**config.mk**
```make
export PLATFORM = sky130hd
export DESIGN_NAME = fir_interpolator_flat
export DESIGN_NICKNAME = d
export VERILOG_FILES = /design/src/rtl/fir_interpolator_if.sv /design/src/rtl/fir_interpolator.sv /design/src/flat_wrapper.sv
export SDC_FILE = /design/constraint.sdc
export NUM_CORES = 1
export LEC_CHECK = 0
export ABC_AREA = 1
export CELL_PAD_IN_SITES_DETAIL_PLACEMENT = 1
export CELL_PAD_IN_SITES_GLOBAL_PLACEMENT = 1
export CORE_ASPECT_RATIO = 1.4
export CORE_MARGIN = 5
export CORE_UTILIZATION = 32
export CTS_CLUSTER_SIZE = 16
export DETAILED_ROUTE_END_ITERATION = 8
export GPL_TIMING_DRIVEN = 0
export PLACE_DENSITY = 0.6
export SLEW_MARGIN = 20
export SYNTH_ARGS = -nofsm -noshare
export SYNTH_HDL_FRONTEND = slang
export SYNTH_SLANG_ARGS = --single-unit
```
**constraint.sdc**
```tcl
create_clock -name clk -period 17 [get_ports clk]
set_input_delay 5.1 -clock clk [delete_from_list [all_inputs] [get_ports clk]]
set_output_delay 5.1 -clock clk [all_outputs]
set_load 0.03 [all_outputs]
```
**src/rtl/fir_interpolator_if.sv**
```systemverilog
// fir_interpolator_if: sample handshake between a source and the polyphase
// interpolating FIR.
//   in_valid  source -> filter   input sample valid
//   in_ready  filter -> source   filter can accept a sample
//   in        source -> filter   signed input sample
//   out_valid filter -> sink     single-cycle pulse marking a valid out
//   out       filter -> sink     signed output sample, held between pulses
// master = sample source / sink side, slave = the filter.
interface fir_interpolator_if #(
    parameter int InputLengthBits = 8
);
    logic                              in_valid;
    logic                              in_ready;
    logic signed [InputLengthBits-1:0] in;
    logic                              out_valid;
    logic signed [InputLengthBits-1:0] out;

    modport master (
        output in_valid,
        output in,
        input  in_ready,
        input  out_valid,
        input  out
    );

    modport slave (
        input  in_valid,
        input  in,
        output in_ready,
        output out_valid,
        output out
    );
endinterface

```
**src/rtl/fir_interpolator.sv**
```systemverilog
// fir_interpolator: polyphase interpolating FIR. Accepts one signed sample per
// handshake and emits InterpolationFactor filtered samples, evaluating one
// polyphase branch at a time on a single multiply-accumulate unit.
//   clk  clock
//   rst  synchronous, active-high reset
//   bus  fir_interpolator_if.slave: in_valid/in_ready/in sample input,
//        out_valid/out filtered output (no backpressure)
module fir_interpolator #(
    parameter int InputLengthBits       = 8,
    parameter int CoefficientLengthBits = 10,
    parameter int AccumulatorLengthBits = 20,
    parameter int NumTaps               = 6,
    parameter int InterpolationFactor   = 2,
    parameter int OutputTruncationBits  = 9,
    parameter logic signed [CoefficientLengthBits-1:0] Coefficients [NumTaps] =
        '{10'sd64, 10'sd128, 10'sd256, 10'sd511, -10'sd128, -10'sd64}
) (
    input logic               clk,
    input logic               rst,
    fir_interpolator_if.slave bus
);
    localparam int DW = InputLengthBits;
    localparam int CW = CoefficientLengthBits;
    localparam int AW = AccumulatorLengthBits;
    localparam int PW = DW + CW;
    localparam int L  = InterpolationFactor;
    localparam int P  = (L >= 1) ? NumTaps / L : 1;
    localparam int T  = AW - DW - OutputTruncationBits;
    localparam int JW = (P > 1) ? $clog2(P) : 1;
    localparam int KW = (L > 1) ? $clog2(L) : 1;

    if (L < 1) begin : g_err_factor
        $error("InterpolationFactor must be at least 1");
    end
    if (L >= 1 && (NumTaps % L) != 0) begin : g_err_taps
        $error("NumTaps must be a multiple of InterpolationFactor");
    end
    if (T < 0) begin : g_err_width
        $error("AccumulatorLengthBits - OutputTruncationBits must be >= InputLengthBits");
    end

    typedef enum logic {
        IDLE,
        MAC
    } state_t;

    state_t                state;
    logic [KW-1:0]         k;
    logic [JW-1:0]         j;
    logic signed [AW-1:0]  acc;
    logic signed [DW-1:0]  x [P];
    logic signed [DW-1:0]  out_r;
    logic                  out_valid_r;

    logic signed [CW-1:0]  coef;
    logic signed [DW-1:0]  tap;
    logic signed [PW-1:0]  prod;
    logic signed [AW-1:0]  sum;

    // Keep the sum only if its top T+1 bits are a pure sign extension;
    // otherwise clamp to the most positive / most negative sample.
    function automatic logic signed [DW-1:0] saturate(input logic signed [AW-1:0] s);
        logic [T:0] top;
        top = s[AW-1 -: T+1];
        if (top == '0 || top == '1) begin
            saturate = s[AW-1-T -: DW];
        end else if (s[AW-1]) begin
            saturate = {1'b1, {(DW-1){1'b0}}};
        end else begin
            saturate = {1'b0, {(DW-1){1'b1}}};
        end
    endfunction

    // Branch k uses every L-th prototype tap starting at k: h[j*L+k] * x[j].
    always_comb begin
        coef = '0;
        tap  = '0;
        for (int i = 0; i < NumTaps; i++) begin
            if (i == int'(j) * L + int'(k)) begin
                coef = Coefficients[i];
            end
        end
        for (int i = 0; i < P; i++) begin
            if (i == int'(j)) begin
                tap = x[i];
            end
        end
        prod = PW'(coef) * PW'(tap);
        sum  = acc + AW'(prod);
    end

    always_ff @(posedge clk) begin
        if (rst) begin
            state       <= IDLE;
            k           <= '0;
            j           <= '0;
            acc         <= '0;
            out_r       <= '0;
            out_valid_r <= 1'b0;
            for (int i = 0; i < P; i++) begin
                x[i] <= '0;
            end
        end else begin
            out_valid_r <= 1'b0;
            case (state)
                IDLE: begin
                    if (bus.in_valid) begin
                        x[0] <= bus.in;
                        for (int i = P - 1; i > 0; i--) begin
                            x[i] <= x[i-1];
                        end
                        k     <= '0;
                        j     <= '0;
                        acc   <= '0;
                        state <= MAC;
                    end
                end
                MAC: begin
                    if (j == JW'(P - 1)) begin
                        // Last product of this branch: publish it next cycle.
                        out_r       <= saturate(sum);
                        out_valid_r <= 1'b1;
                        if (k != KW'(L - 1)) begin
                            k   <= k + 1'b1;
                            j   <= '0;
                            acc <= '0;
                        end else begin
                            state <= IDLE;
                        end
                    end else begin
                        acc <= sum;
                        j   <= j + 1'b1;
                    end
                end
                default: state <= IDLE;
            endcase
        end
    end

    assign bus.in_ready  = (state == IDLE) && !rst;
    assign bus.out_valid = out_valid_r;
    assign bus.out       = out_r;
endmodule

```
**src/flat_wrapper.sv**
```systemverilog
// flat-port wrapper written by rule: the top's interface ports become plain ports
module fir_interpolator_flat 
#(
    parameter int InputLengthBits       = 8,
    parameter int CoefficientLengthBits = 10,
    parameter int AccumulatorLengthBits = 20,
    parameter int NumTaps               = 6,
    parameter int InterpolationFactor   = 2,
    parameter int OutputTruncationBits  = 9,
    parameter logic signed [CoefficientLengthBits-1:0] Coefficients [NumTaps] =
        '{10'sd64, 10'sd128, 10'sd256, 10'sd511, -10'sd128, -10'sd64}
)
  (clk, rst, bus_in_valid, bus_in, bus_in_ready, bus_out_valid, bus_out);
  fir_interpolator_if #(.InputLengthBits(InputLengthBits)) bus_i ();
  input logic clk;
  input logic rst;
  input wire logic [$bits(bus_i.in_valid)-1:0] bus_in_valid;
  input wire logic [$bits(bus_i.in)-1:0] bus_in;
  output wire logic [$bits(bus_i.in_ready)-1:0] bus_in_ready;
  output wire logic [$bits(bus_i.out_valid)-1:0] bus_out_valid;
  output wire logic [$bits(bus_i.out)-1:0] bus_out;
  assign bus_i.in_valid = bus_in_valid;
  assign bus_i.in = bus_in;
  assign bus_in_ready = bus_i.in_ready;
  assign bus_out_valid = bus_i.out_valid;
  assign bus_out = bus_i.out;
  fir_interpolator #(.InputLengthBits(InputLengthBits), .CoefficientLengthBits(CoefficientLengthBits), .AccumulatorLengthBits(AccumulatorLengthBits), .NumTaps(NumTaps), .InterpolationFactor(InterpolationFactor), .OutputTruncationBits(OutputTruncationBits), .Coefficients(Coefficients)) u_core (.clk(clk), .rst(rst), .bus(bus_i));
endmodule
```
==> results.md, run 1 <==
* CTS tree: yes
* DRC viols at 0
* Die X at 127 um
* CTS Sinks at 57
* Worst Hold Launch: u_core.acc[1]
* Synth Instances at 755
* Post-synthesis cell type count at 30
* Power, Total at 0.535 mW
* Yosys top cell by area: fa_1
* Ys flop type: dfxtp_1
* Reg2reg end: u_core.bus.out[2]
* Pre-CTS setup slack at 5590 ps
* Most frequent cells in the layout: inv_1, nand2_1, fa_1
* Crit path largest cell delay at 700 ps
* Slew Limit Fails at 0
* Crit path launch type: input port
* Max Freq at 88.0 MHz
* Initial antenna violation count at 0
* Vias per cell at 4.59
* WP data required at 11900 ps
* Setup violations, final at 0
* Sequential-to-total area share from yosys stat at 22.5%
* Initial Util at 32.2%
* Worst Path Arrival at 6260 ps
* Clk_lat worst skew at 330 ps
* First-pass GRT wire length at 27.4 mm
* Area after DPL at 6650 um2
* TNS Setup at 0 ps
* Die Y at 174 um
* Tmin final at 11360 ps
* Slew headroom at 28.8%
* Worst reg2reg startpoint: u_core.j[1]
* Synth top area cells: fa_1, inv_1, edfxtp_1
* Antenna viol nets, final at 0
* Max clock buf depth at 2
* Max_cap viols at 0
* CP max-delay cell: clkdlybuf4s50_1
* Worst reg2reg path depth at 27
* Avg Cell Area, Syn at 8.14 um2
* Cell Area, Synth at 6150 um2
* Layout area overhead at 12.5%
* Critical Path, Cell by Cell: clkbuf_1 -> nor2_1 -> clkdlybuf4s50_1
* CP Max Fanout at 9
* Final setup margin at 5640 ps
* Post_cts resized at 0
* H-tree levels at 3
* Core Util, Final at 36.3%
* Worst-Margin Slew at 1070 ps
* CP bufs+invs at 2
* Port bufs at 19
* Peak supply drop at 0.0000406 V
* Clock skew at 8.01 ps
* Placeable Area at 19100 um2
* R2R Setup Slk at 9850 ps
* Dpl hpwl at 13.9 mm
* Nets at 935
* Leakage at 3.50 nW
* Global Route Usage Sum at 15.6%
* Setup crit end kind: primary output
* Final Instance Area at 6920 um2
* Hold Path End: u_core.acc[1]
* Commonest non-fill, non-tap cell in the layout: inv_1
* Largest net degree at the start of global routing at 26
* N_diodes at 0
* Yosys Warn Count at 0
* Critical path type: input port to primary output
* Drt first pass iters at 4
* Cell family with most CP delay: buffers and inverters
* Unrepaired setup endpoints after global routing: no
* EDFF count, synth at 24
* PD cells at 77.3 nW/um2
* Hold_buf cts at 0
* GR Overflow Total at 0
* Final hold violation count at 0
* Syn nets at 905
* Status: complete, no violations
* WL final at 16.2 mm
* WL per Instance at 15.6 um
* Worst Hold Class: flip-flop to flip-flop
* Via count at 4765
* FF+latch count, synth at 57
* Tcrit/Tclk final at 66.8%
* Root Buffer Master: clkbuf_16
* Async SR Flop Fraction at 0%
* Clock-pin slew on the worst setup and hold paths at 60 ps
* Io pins at 21
* WHS Path Cells at 2
* Placer Congestion at 0.815
* Synth top area share at 28.0%
* DR iter-0 viols at 147
* Share of cells above drive strength 1 at 3.67%
* Die Footprint at 22100 um2
* Core Rows at 60
* Post-CTS Setup Repair Bufs at 0
* Vias in the first global route at 5499
* CTS Buf Count at 9
## worst reg2reg max path: stages, from the launching register on
cell,delay (ps)
dfxtp_1,450
inv_1,150
ha_1,300
nor2_1,360
inv_1,160
o221ai_1,180
o21ai_0,310
nor2_1,410
inv_1,390
fa_1,620
inv_1,50
fa_1,490
inv_1,60
fa_1,540
inv_1,70
fa_1,470
ha_1,300
ha_1,370
nand2_1,90
inv_1,80
nand2_1,80
nand2_1,50
a21oi_1,320
nand3_1,150
nand2_1,110
nand3_2,110
a21oi_4,250
a21oi_1,110
## worst max-delay path by stage
| stage | start | end | cells after the start |
|---|---|---|---|
| finish | rst | bus_in_ready | 3 |
| detailed placement | rst | bus_in_ready | 3 |
| global placement | rst | bus_in_ready | 3 |
| global route | rst | bus_in_ready | 3 |
| CTS | rst | bus_in_ready | 3 |
| floorplan | rst | bus_in_ready | 2 |
## area by class of cell
type	count	area (um2)
Inverter	201	754
Clock buffer	9	225
Timing Repair Buffer	19	190
Sequential cell	57	1380
Multi-Input combinational cell	486	3970
Buffer	11	42.5
Tap cell	248	310
Fill cell	2351	12100
Clock inverter	7	45.0
## synth_stat cells, types with 7 or more instances
library cell	number
nand2_1	149
dfxtp_1	33
a21oi_1	47
ha_1	53
xor2_1	7
fa_1	86
nor2_1	74
inv_1	200
o21ai_0	17
clkbuf_1	9
edfxtp_1	24
nand3_1	15
## through the flow
step / hold WS, ps / std cells
3_3_place_gp: 450 / 1022
4_1_cts: 463 / 1038
5_1_grt: 497 / 1038
2_1_floorplan: 441 / 755
3_5_place_dp: 455 / 1022
6_report: 466 / 1038
## power by group
| part | leakage (nW) | total (mW) | internal, mW | switching (mW) |
|---|---|---|---|---|
| clock | 0.125 | 0.168 | 0.0979 | 0.0698 |
| sequential | 0.528 | 0.157 | 0.152 | 0.00492 |
| combinational | 2.85 | 0.210 | 0.0716 | 0.139 |
## flip-flops by register name, indices dropped and copies added (netlist names)
register              count
u_core.x                 24
u_core.j                  2
u_core.state              1
u_core.acc               20
u_core.bus.out            8
u_core.bus.out_valid      1
u_core.k                  1
## logic make-up (layout without fill, tap and decap cells)
group                    after synthesis  after routing  share of synthesized area (%)
flip-flops                            57             57                           22.5
AND/OR/NAND/NOR                      257            257                           17.0
adder cells (fa/ha/maj)              139            139                           38.8
XOR/XNOR                              12             12                           1.71
buffers and inverters                212            247                           13.0
AO/OA/AOI/OAI                         78             78                           7.08
## metal layers
metal / track usage (%) / wire length, um / vias to the layer above
li1: - / - / 2322
met1: 17.2 / 6290 / 2381
met2: 30.1 / 9180 / 40
met3: 1.63 / 206 / 22
met4: 6.13 / 548 / 0
met5: 0 / 0 / -
No activity file was read; power rests on OpenSTA's default activity.
==> inputs of run 2 (changes only) <==
--- a/config.mk
+++ b/config.mk
@@ -14,7 +14,7 @@
 export CTS_CLUSTER_SIZE = 16
 export DETAILED_ROUTE_END_ITERATION = 8
 export GPL_TIMING_DRIVEN = 0
-export PLACE_DENSITY = 0.6
+export PLACE_DENSITY = 0.63
 export SLEW_MARGIN = 20
 export SYNTH_ARGS = -nofsm -noshare
 export SYNTH_HDL_FRONTEND = slang
==> constraint.sdc (replaced) <==
create_clock -name clk -period 9.15 [get_ports clk]
set_input_delay 2.745 -clock clk [delete_from_list [all_inputs] [get_ports clk]]
set_output_delay 2.745 -clock clk [all_outputs]
set_load 0.03 [all_outputs]
==> run 2 against run 1 <==
- cell area grew 1.2%
- combinational power grew 79%
- sequential cell count is the same
- clock power grew 150%
- largest power group is now the clock network
==> results.md, run 2 (synthesis gave the netlist of run 1 again) <==
* Status: complete, no violations
* Unrepaired setup endpoints after global routing: no
* Initial antenna violation count at 0
* R2R Setup Slk at 2260 ps
* Clock-pin slew on the worst setup and hold paths at 60 ps
* GR Overflow Total at 0
* Initial Util at 32.2%
* Via count at 4725
* Logic pwr share at 34.8%
* Vias per cell at 4.55
* Clk_lat worst skew at 340 ps
* Max_cap viols at 0
* Die Footprint at 22100 um2
* H-tree levels at 3
* Multi-input logic area at 3970 um2
* Antenna viol nets, final at 0
* TNS Setup at 0 ps
* Clock power share at 38.2%
* Drt first pass iters at 4
* Root Buffer Master: clkbuf_16
* WHS Path Cells at 2
* Vias in the first global route at 5227
* WL per Instance at 15.2 um
* Placer Congestion at 0.817
* Worst Hold Class: flip-flop to flip-flop
* DR iter-0 viols at 136
* Worst reg2reg path depth at 28
* Area after DPL at 6650 um2
* Sequential cell area at 1380 um2
* Clock skew at 11.0 ps
* WP data required at 9360 ps
* PD cells at 154 nW/um2
* # fillers at 2330
* CP max-delay cell: fa_1
* Die X at 127 um
* Sw Ratio at 36.7%
* Smallest hold slack at 465 ps
* Peak supply drop at 0.000105 V
* DRC viols at 0
* Tmin final at 6890 ps
* Int Power at 0.682 mW
* Layout area overhead at 13.9%
* Worst Path Arrival at 7100 ps
* Slew headroom at 29.4%
* Commonest non-fill, non-tap cell in the layout: inv_1
* Port bufs at 19
* Share of cells above drive strength 1 at 3.80%
* CP Max Fanout at 9
* Largest net degree at the start of global routing at 26
* Post_cts resized at 0
* CTS Buf Count at 9
* Final hold violation count at 0
* Leakage at 3.55 nW
* Slew Limit Fails at 0
* Reg2reg end: u_core.bus.out[2]
* WL final at 15.7 mm
* Max clock buf depth at 2
* CTS Sinks at 57
* Dpl hpwl at 13.1 mm
* Critical path type: flip-flop to flip-flop
* Global Route Usage Sum at 15.0%
* Worst-Margin Slew at 1060 ps
* Worst reg2reg startpoint: u_core.j[1]
* Seq pwr share at 27.0%
* Tcrit/Tclk final at 75.3%
* First-pass GRT wire length at 26.1 mm
* Placeable Area at 19100 um2
* Crit path launch type: flip-flop
* Setup violations, final at 0
* Worst Hold Launch: u_core.acc[1]
* Largest Register: u_core.x
* Hold_buf cts at 0
* Die Y at 174 um
* Largest register FFs at 24
* CTS tree: yes
* Setup crit end kind: flip-flop
* Hold Path End: u_core.acc[1]
* Core Rows at 60
* Nets at 935
* Crit path largest cell delay at 620 ps
* Psw at 0.396 mW
* N_diodes at 0
* Post-CTS Setup Repair Bufs at 0
* Max Freq at 145 MHz
* Most frequent CP cell: inv_1
* Io pins at 21
* Most frequent cells in the layout: inv_1, nand2_1, fa_1
* Final Instance Area at 7000 um2
run 2: area by class of cell:
type	count	area share, %
Sequential cell	57	19.7
Multi-Input combinational cell	486	56.7
Tap cell	248	4.43
Clock inverter	7	1.82
Timing Repair Buffer	19	2.72
Buffer	11	0.608
Clock buffer	9	3.22
Inverter	201	10.8
run 2: critical path, delay by kind of cell, from the launching register on:
family,cells,cell delay (ps)
AO/OA/AOI/OAI,4,820
flip-flops,1,440
adder cells (fa/ha/maj),7,3050
buffers and inverters,8,1010
AND/OR/NAND/NOR,9,1430
run 2: how the worst max path moves through the flow:
stage                     start           endpoint  cells after the start
CTS                 u_core.j[1]  u_core.bus.out[2]                     25
detailed placement  u_core.j[1]  u_core.bus.out[6]                     25
global placement    u_core.j[1]  u_core.bus.out[6]                     27
global route        u_core.j[1]  u_core.bus.out[3]                     28
floorplan                   rst       bus_in_ready                      2
finish              u_core.j[1]  u_core.bus.out[2]                     28
run 2: power by group through the flow:
stage                     Sequential (mW)  Clock, mW  Combinational [mW]
final                               0.291      0.412               0.375
after global placement              0.296          0               0.380
after floorplan                     0.294          0               0.273
after CTS                           0.291      0.421               0.389
after global routing                0.293      0.430               0.434
after detailed placement            0.296          0               0.383
run 2: metal layers:
layer | up-vias | global-route usage (%) | wire length (um) | part of all wire [%]
met2 | 34 | 28.9 | 8900 | 57
met4 | 0 | 5.59 | 516 | 3.3
met1 | 2342 | 16.4 | 6090 | 39
li1 | 2326 | - | - | -
met3 | 23 | 1.72 | 234 | 1.5
met5 | - | 0 | 0 | 0
run 2: through the flow:
step                power [mW]  instances  setup slack, ps  util, %
floorplan                0.567        755             3050        -
global placement         0.676       1022             2240     34.9
detailed placement       0.679       1022             2190     34.9
CTS                       1.10       1038             2170     36.7
global route              1.16       1038             1580     36.7
finish                    1.08       1038             2260     36.7
==> inputs of run 3 (changes only) <==
==> constraint.sdc (replaced) <==
create_clock -name clk -period 6.27 [get_ports clk]
set_input_delay 1.881 -clock clk [delete_from_list [all_inputs] [get_ports clk]]
set_output_delay 1.881 -clock clk [all_outputs]
set_load 0.03 [all_outputs]
==> run 3 against run 2 <==
- utilization grew 1.0 points
- count of clock-buffer cells in the layout is the same
- largest power group unchanged
- critical endpoint unchanged
- sequential power grew 46%
- highest routed layer unchanged
==> results.md, run 3 (synthesis gave the netlist of run 1 again) <==
* Root Buffer Master: clkbuf_16
* Commonest non-fill, non-tap cell in the layout: inv_1
* Vias per cell at 4.56
* Status: complete, no violations
* CTS Sinks at 57
* Tmin final at 5930 ps
* Critical path type: flip-flop to flip-flop
* Share of cells above drive strength 1 at 9.45%
* Initial Util at 32.2%
* Clk_lat worst skew at 340 ps
* WP data required at 6480 ps
* DRC viols at 0
* Core Rows at 60
* Port bufs at 19
* Initial antenna violation count at 0
* Seq pwr share at 26.4%
* Layout area overhead at 17.1%
* Peak supply drop at 0.000154 V
* Crit path largest cell delay at 570 ps
* Io pins at 21
* R2R Setup Slk at 340 ps
* CP max-delay cell: fa_2
* N_diodes at 0
* Met1 WL at 6.18 mm
* Die Y at 174 um
* Placer Congestion at 0.817
* Worst Hold Class: flip-flop to flip-flop
* Non-filler instance count after layout at 1042
* Max Freq at 169 MHz
* Slew headroom at 29.3%
* GR Overflow Total at 0
* Met3 Wirelength at 186 um
* Max clock buf depth at 2
* Final hold violation count at 0
* Smallest hold slack at 465 ps
* Largest Register: u_core.x
* Clock-pin slew on the worst setup and hold paths at 60 ps
* Logic pwr share at 36.1%
* H-tree levels at 3
* Sw Ratio at 36.8%
* Die X at 127 um
* Int Power at 1.02 mW
* DR iter-0 viols at 140
* Antenna viol nets, final at 0
* Worst-Margin Slew at 1060 ps
* Tcrit/Tclk final at 94.5%
* Setup violations, final at 0
* Nets at 939
* Die Footprint at 22100 um2
* Hold_buf cts at 0
* Highest routed metal layer: met4
* WL per Instance at 15.2 um
* Clock skew at 11.0 ps
* Most frequent CP cell: nand2_1
* # fillers at 2306
* CTS tree: yes
* CP Max Fanout at 7
* Leakage at 3.58 nW
* PD cells at 223 nW/um2
* Placeable Area at 19100 um2
* Setup crit end kind: flip-flop
* Most frequent cells in the layout: inv_1, nand2_1, fa_1
* Drt first pass iters at 4
* Crit path launch type: flip-flop
* CP bufs+invs at 6
* Max_cap viols at 0
* Vias in the first global route at 5250
* WL final at 15.9 mm
* Psw at 0.592 mW
* Clock power share at 37.4%
* CTS Buf Count at 9
* Global Route Usage Sum at 15.0%
* Worst Path Arrival at 6140 ps
* WL met2 at 9.02 mm
* Largest net degree at the start of global routing at 26
* Slew Limit Fails at 0
* Via count at 4754
* Dpl hpwl at 13.1 mm
* Placed Cells at 1022
* First-pass GRT wire length at 26.2 mm
* Cell family with most CP delay: adder cells
* Largest register FFs at 24
-- run 3: per-layer routing --
| metal | GRT usage, % | up-vias |
|---|---|---|
| met3 | 1.84 | 21 |
| met4 | 5.59 | 0 |
| li1 | - | 2338 |
| met1 | 16.4 | 2368 |
| met2 | 29.0 | 27 |
| met5 | 0 | - |
-- run 3: worst paths after layout --
check             cells after the start          start           endpoint
hold reg to reg                       2  u_core.acc[1]      u_core.acc[1]
setup reg to reg                     27    u_core.j[0]  u_core.bus.out[2]
setup / recovery                     27    u_core.j[0]  u_core.bus.out[2]
hold / removal                        2  u_core.acc[1]      u_core.acc[1]
-- run 3: power groups by stage --
stage	Sequential [mW]	Combinational (mW)	Clock, mW
6_report	0.425	0.581	0.602
2_1_floorplan	0.429	0.399	0
3_5_place_dp	0.433	0.559	0
3_3_place_gp	0.432	0.554	0
5_1_grt	0.428	0.667	0.628
4_1_cts	0.425	0.571	0.615
-- run 3: area by class of cell --
| cell class | count | area (um2) | share of cell area, % |
|---|---|---|---|
| multi-input cells | 486 | 4120 | 57.2 |
| clock inverters | 7 | 128 | 1.77 |
| clock buffers | 9 | 225 | 3.13 |
| well taps | 248 | 310 | 4.31 |
| plain buffers | 11 | 52.6 | 0.730 |
| repair buffers | 23 | 220 | 3.06 |
| flip-flops and latches | 57 | 1380 | 19.2 |
| inverters | 201 | 761 | 10.6 |
-- run 3: worst register-to-register path: stages (launching register included) --
cell and delay [ps]:
dfxtp_2 360, inv_2 100, ha_1 190, inv_1 80, nor2_4 180, a22oi_1 100, a21oi_1 180, inv_2 110
nor2_4 150, inv_1 90, fa_2 570, inv_2 70, fa_1 480, fa_1 510, fa_1 520, fa_1 550
ha_4 320, nand2_1 100, nor2_1 160, nand2_1 70, nand2_1 120, nand2_1 90, nand3_2 110, inv_1 70
nand2_1 50, nand2_1 110, a21oi_4 250, a21oi_1 100
-- run 3: stage by stage --
step	TNS, ps	worst slack (ps)	cell area (um2)	power, mW	utilization [%]
after floorplan	0	603	6150	0.828	-
after global placement	-8040	-638	6650	0.986	34.9
after detailed placement	-9220	-689	6650	0.991	34.9
after CTS	0	15.2	7070	1.61	37.1
after global routing	-7.00	-4.52	7200	1.72	37.8
final	0	342	7200	1.61	37.8
-- run 3: what timing repair did --
item,4_1_cts,5_1_grt
pin swaps,1,3
setup endpoints to repair,20,16
buffers inserted,3,1
gates resized for setup,21,35
cloned,0,0
